**src/rtl/alu_muldiv_seq.sv**
```systemverilog
// Iterative unsigned 64-bit multiply/divide sequencer that time-shares the ALU adder.
// Latency: accept edge + 64 iteration edges; done_o high in the cycle after the last iteration.
// Backpressure: single operation in flight; req_i is only sampled while idle, kill_i aborts RUN.
module alu_muldiv_seq (
    input  logic        clk_i,
    input  logic        rst_ni,
    input  logic        req_i,
    input  logic        div_i,
    input  logic [63:0] opA_i,
    input  logic [63:0] opB_i,
    input  logic        kill_i,
    output logic        busy_o,
    output logic        done_o,
    output logic [63:0] result_o,
    output logic [63:0] rem_o,
    output logic [63:0] alu_a_o,
    output logic [63:0] alu_b_o,
    output logic        alu_cflag_o,
    output logic        alu_sum_en_o,
    output logic        alu_invB_en_o,
    output logic        alu_and_en_o,
    output logic        alu_xor_en_o,
    output logic        alu_lsh_en_o,
    output logic        alu_rsh_en_o,
    output logic        alu_ltu_en_o,
    output logic        alu_lts_en_o,
    input  logic [63:0] alu_out_i,
    input  logic        alu_cflag_i
);

    localparam logic [1:0] ST_IDLE = 2'd0;
    localparam logic [1:0] ST_RUN  = 2'd1;
    localparam logic [1:0] ST_DONE = 2'd2;

    logic [1:0]  state;
    logic [5:0]  cnt;
    logic        is_div;

    // Multiply working set: shift-and-add, multiplicand walks left, multiplier walks right.
    logic [63:0] acc;
    logic [63:0] mcand;
    logic [63:0] mplier;

    // Divide working set: restoring division, quotient bits shift in from the right of quo
    // while the dividend bits shift out of its top into the partial remainder.
    logic [63:0] rem;
    logic [63:0] quo;
    logic [63:0] dvs;

    logic        in_run;
    logic        iterate;
    logic [63:0] s_rem;
    logic        take;
    logic [63:0] acc_nxt;
    logic [63:0] rem_nxt;
    logic [63:0] quo_nxt;

    assign in_run  = (state == ST_RUN);
    assign iterate = in_run && !kill_i;

    // Partial remainder shifted left with the next dividend bit brought in.
    assign s_rem = {rem[62:0], quo[63]};

    // rem[63] set means the shifted remainder is really a 65-bit value, which always
    // exceeds any 64-bit divisor even though the 64-bit subtract reports a borrow.
    assign take = rem[63] | alu_cflag_i;

    // Next-iteration values built from the ALU result for the current cycle.
    always_comb begin
        acc_nxt = mplier[0] ? alu_out_i : acc;
        rem_nxt = take ? alu_out_i : s_rem;
        quo_nxt = {quo[62:0], take};
    end

    // ALU operand/enable drive: adder only, and everything quiet outside RUN.
    always_comb begin
        alu_a_o       = 64'd0;
        alu_b_o       = 64'd0;
        alu_cflag_o   = 1'b0;
        alu_sum_en_o  = 1'b0;
        alu_invB_en_o = 1'b0;
        if (in_run) begin
            alu_sum_en_o  = 1'b1;
            alu_a_o       = is_div ? s_rem : acc;
            alu_b_o       = is_div ? dvs : mcand;
            alu_invB_en_o = is_div;
            alu_cflag_o   = is_div;
        end
    end

    assign alu_and_en_o = 1'b0;
    assign alu_xor_en_o = 1'b0;
    assign alu_lsh_en_o = 1'b0;
    assign alu_rsh_en_o = 1'b0;
    assign alu_ltu_en_o = 1'b0;
    assign alu_lts_en_o = 1'b0;

    assign busy_o = (state != ST_IDLE);
    assign done_o = (state == ST_DONE);

    // Control FSM and iteration counter; kill wins over the final iteration.
    always_ff @(posedge clk_i or negedge rst_ni) begin
        if (!rst_ni) begin
            state  <= ST_IDLE;
            cnt    <= 6'd0;
            is_div <= 1'b0;
        end else begin
            case (state)
                ST_IDLE: begin
                    if (req_i) begin
                        state  <= ST_RUN;
                        cnt    <= 6'd63;
                        is_div <= div_i;
                    end
                end
                ST_RUN: begin
                    if (kill_i) begin
                        state <= ST_IDLE;
                    end else begin
                        cnt <= cnt - 6'd1;
                        if (cnt == 6'd0) begin
                            state <= ST_DONE;
                        end
                    end
                end
                ST_DONE: begin
                    state <= ST_IDLE;
                end
                default: begin
                    state <= ST_IDLE;
                end
            endcase
        end
    end

    // Working registers: load on accept, one add/subtract step per RUN cycle.
    always_ff @(posedge clk_i or negedge rst_ni) begin
        if (!rst_ni) begin
            acc    <= 64'd0;
            mcand  <= 64'd0;
            mplier <= 64'd0;
            rem    <= 64'd0;
            quo    <= 64'd0;
            dvs    <= 64'd0;
        end else if ((state == ST_IDLE) && req_i) begin
            acc    <= 64'd0;
            mcand  <= opA_i;
            mplier <= opB_i;
            rem    <= 64'd0;
            quo    <= opA_i;
            dvs    <= opB_i;
        end else if (iterate) begin
            if (is_div) begin
                rem <= rem_nxt;
                quo <= quo_nxt;
            end else begin
                acc    <= acc_nxt;
                mcand  <= {mcand[62:0], 1'b0};
                mplier <= {1'b0, mplier[63:1]};
            end
        end
    end

    // Result latch: updated only by a completed operation, held through accept and kill.
    always_ff @(posedge clk_i or negedge rst_ni) begin
        if (!rst_ni) begin
            result_o <= 64'd0;
            rem_o    <= 64'd0;
        end else if (iterate && (cnt == 6'd0)) begin
            result_o <= is_div ? quo_nxt : acc_nxt;
            rem_o    <= is_div ? rem_nxt : 64'd0;
        end
    end

endmodule
```
**config.mk**
```make
export PLATFORM = sky130hd
export DESIGN_NAME = alu_muldiv_seq
export DESIGN_NICKNAME = d
export VERILOG_FILES = /design/src/rtl/alu_muldiv_seq.sv
export SDC_FILE = /design/constraint.sdc
export NUM_CORES = 1
export LEC_CHECK = 0
export CAP_MARGIN = 5
export CORE_ASPECT_RATIO = 0.7
export CORE_MARGIN = 5
export CORE_UTILIZATION = 54
export CTS_CLUSTER_DIAMETER = 100
export DETAILED_ROUTE_END_ITERATION = 12
export PLACE_DENSITY = 0.82
export SYNTH_ARGS = -nofsm -noshare
export SYNTH_HDL_FRONTEND = slang
export SYNTH_SLANG_ARGS = --single-unit
```
**constraint.sdc**
```tcl
create_clock -name clk_i -period 2.6 [get_ports clk_i]
set_clock_uncertainty 0.05 [all_clocks]
set_input_delay 0.52 -clock clk_i [delete_from_list [all_inputs] [get_ports clk_i]]
set_output_delay 0.52 -clock clk_i [all_outputs]
set_load 0.05 [all_outputs]
```
==> results.json <==
{
  "place.gp.congestion": 0.8816,
  "crit_path_max_incr_delay_ps": 400,
  "seq_area_frac_synth_pct": 49.74,
  "worstSetupEndpointType": "output pin",
  "drv_cap": 0,
  "ant_nets": 0,
  "wire_per_inst_um": 24.38,
  "clockBufferDepth": 3,
  "async_flop_share_pct": 100.0,
  "max_freq_mhz": 373.9,
  "grt_util_all_layers_pct": 30.34,
  "finalCritPeriodShare_pct": 102.9,
  "first_pass_iters": 5,
  "yosys_warnings": 0,
  "fin_ws_ps": -74.29,
  "fp.dieW_um": 273.3,
  "post-route-cell-area_um2": 36240,
  "synth_area_um2": 26210,
  "drt-initial-drc-count": 2304,
  "num-nets-final": 3042,
  "p_per_area_nw_per_um2": 850.1,
  "synth_edf_count": 0,
  "crit_type": "reg -> out",
  "stdcell_count": 3538,
  "violations": "setup timing",
  "grt_pass1_wl_mm": 129.1,
  "areaGrowthSynthToFinish_pct": 38.24,
  "fin_crit_ps": 2674,
  "crit_buf_inv": 3,
  "synth_area_leaders": "dfrtp_1 50%, mux2_2 13%, mux2i_1 11%",
  "pwr-share-comb_pct": 37.0,
  "dp_hpwl_mm": 57.22,
  "syn_inst": 2392,
  "dp_cells": 3395,
  "max-slew-margin-rel_pct": 50.96,
  "seqPwrFrac_pct": 38.1,
  "rsz0062_at_grt": "yes",
  "vias": 21510,
  "outcome": "finished with violations",
  "slowest_stage": "dfrtp_1",
  "antenna_found_initial": 9,
  "cts_tree": "built",
  "drive_gt1_share_pct": 30.58,
  "routed_wl_mm": 86.24,
  "reg2reg_depth": 5,
  "placed_area_um2": 32410,
  "synthDistinctLibCells": 42,
  "ios": 465,
  "clk_latency_ps": 580,
  "cts_sinks": 521,
  "crit_top_cell": "buf_6",
  "worstMarginPinSlew_ps": 735.6,
  "io_buffers": 458,
  "fp.coreArea_um2": 47950,
  "p_leak_nw": 16.00,
  "internal_power_mw": 19.94,
  "post-route-drc-count": 0,
  "synth_ff_type": "dfrtp_1",
  "crit_fanout": 64,
  "root_buffer": "clkbuf_16",
  "critPathArrivalTime_ps": 2100,
  "worstHoldPathType": "in -> async",
  "h-tree-depth": 2,
  "grt_max_degree": 107,
  "crit_path_start_kind": "register",
  "row_count": 67,
  "switching_power_mw": 10.87,
  "cp_top_family": "buffers and inverters",
  "holdWs_ps": 410.7,
  "avgSynthCellArea_um2": 10.96,
  "r2r_end": "mplier[35]",
  "synth_top_area_share_pct": 49.74,
  "ys_ff_latch": 521,
  "place_ws_ps": -105.4,
  "overflow": 0,
  "floorplan.initialDensity_pct": 54.67,
  "vias_per_cell": 6.081,
  "power.share.clock_pct": 24.9,
  "path_clk_slew_ps": 60,
  "peakVddDrop_v": 0.0005707,
  "numCtsBuffers": 52,
  "final-hold-violation-count": 0,
  "crit_required_ps": 2030,
  "die_y_um": 194.3,
  "die-area_um2": 53120,
  "final-setup-viol-count": 74,
  "power_mw": 30.80,
  "r2r_slack_ps": 220,
  "grt_pass1_vias": 21890,
  "drv_slew": 0,
  "crit_chain": "buf_6, nand2b_4, buf_16, nor2_2, buf_6",
  "r2r-start": "is_div",
  "synth_area_leader_cell": "dfrtp_1",
  "p_sw_share_pct": 35.28
}
-- cells by family after synthesis --
logic type,after synthesis,share of synthesized area [%]
multiplexers,599,24.39
adder cells (fa/ha/maj),2,0.09545
AND/OR/NAND/NOR,530,9.084
buffers and inverters,330,5.327
AO/OA/AOI/OAI,409,11.35
flip-flops,521,49.74
other,1,0.01431
-- power by group through the flow --
stage,Combinational (mW),Sequential [mW],Clock [mW]
floorplan,6.92,10.9,0
global placement,9.55,11.6,0
detailed placement,9.81,11.7,0
CTS,10.5,11.6,7.74
global route,12.1,11.9,8.12
finish,11.4,11.7,7.68
-- how the worst max path moves through the flow --
stage,startpoint,endpoint,cells past startpoint
after floorplan,state[1],alu_b_o[28],6
after global placement,kill_i,mplier[39],5
after detailed placement,kill_i,rem_o[46],7
after CTS,is_div,alu_a_o[30],5
after global routing,state[1],alu_b_o[41],5
final,state[1],alu_b_o[46],5
-- flip-flops by register name, summed over array words and instances, names as in the netlist --
| name | flops |
|---|---|
| acc | 64 |
| cnt | 6 |
| dvs | 64 |
| is_div | 1 |
| mcand | 64 |
| mplier | 64 |
| quo | 64 |
| rem | 64 |
| rem_o | 64 |
| result_o | 64 |
| state | 2 |
-- routing by layer --
metal	wire length (um)	up-vias	global-route usage [%]
met2	41890	1031	49.80
li1	-	9289	-
met1	34640	10940	41.15
met4	3187	12	9.169
met5	85	-	0
met3	6441	241	6.200
-- cells in the mapped netlist, types with 2 or more instances --
master / instances
o32ai_1: 31
a21o_1: 44
nor4_1: 2
o221a_2: 31
and3_1: 2
nor2b_1: 2
mux2_2: 299
ha_1: 2
or3b_2: 2
dfrtp_1: 521
mux2i_1: 281
mux2_1: 19
a22o_1: 23
nor2_1: 137
inv_1: 122
o21a_1: 64
buf_4: 18
nor3_1: 42
buf_6: 8
a21oi_1: 35
o2bb2ai_1: 64
o21ai_0: 112
nand2b_1: 3
clkbuf_1: 138
buf_2: 24
a21oi_2: 2
buf_1: 19
nor3b_1: 66
nand2_1: 266
-- worst reg2reg max path, stage by stage (launching register included) --
cell and delay [ps]:
dfrtp_4 550, buf_6 160, or3b_2 500, a21oi_4 210
buf_12 320, mux2_2 470
-- cell type report --
| cell class | count | area, um^2 |
|---|---|---|
| Sequential cell | 521 | 13050 |
| Multi-Input combinational cell | 1546 | 12860 |
| Fill cell | 3041 | 11720 |
| Timing Repair Buffer | 598 | 7328 |
| Clock buffer | 79 | 1554 |
| Tap cell | 655 | 819.5 |
| Inverter | 123 | 461.7 |
| Clock inverter | 14 | 152.6 |
| Antenna cell | 2 | 5.005 |
-- cells in the final DEF (no fill, tap or decap), types with 8 or more instances in the layout --
cell             count
mux2_1              19
o21a_1              64
clkbuf_1            13
clkbuf_8            13
dfrtp_1            517
o32ai_1             31
buf_8                8
nand2_1            266
a21oi_1             35
clkbuf_16           65
a22o_1              23
o21ai_0            112
buf_4               68
buf_16               9
clkdlybuf4s50_1    323
mux2i_1            213
nor2_1              27
a21o_1              42
mux2i_2             44
nor2_4              55
clkinv_2             9
mux2_2             299
buf_12              97
nor3_1              42
nor3b_1             66
inv_1              121
o2bb2ai_1           64
buf_6               77
o221a_2             31
nor2_2              55
mux2i_4             24
-- what timing repair did --
item,in CTS,in global routing
gates resized for setup,177,169
setup endpoints to repair,121,129
hold buffers,1,0
setup buffers,9,21
pin swaps,5,11
cloned,6,13
endpoints found under the hold margin,43,0
-- metrics by stage --
step,TNS [ps],util (%)
3_3_place_gp,-373.2,67.60
4_1_cts,-4699,73.00
2_1_floorplan,-2.189,-
6_report,-2521,75.57
5_1_grt,-7037,75.57
3_5_place_dp,-3628,67.60
(Power assumes the default switching activity.)
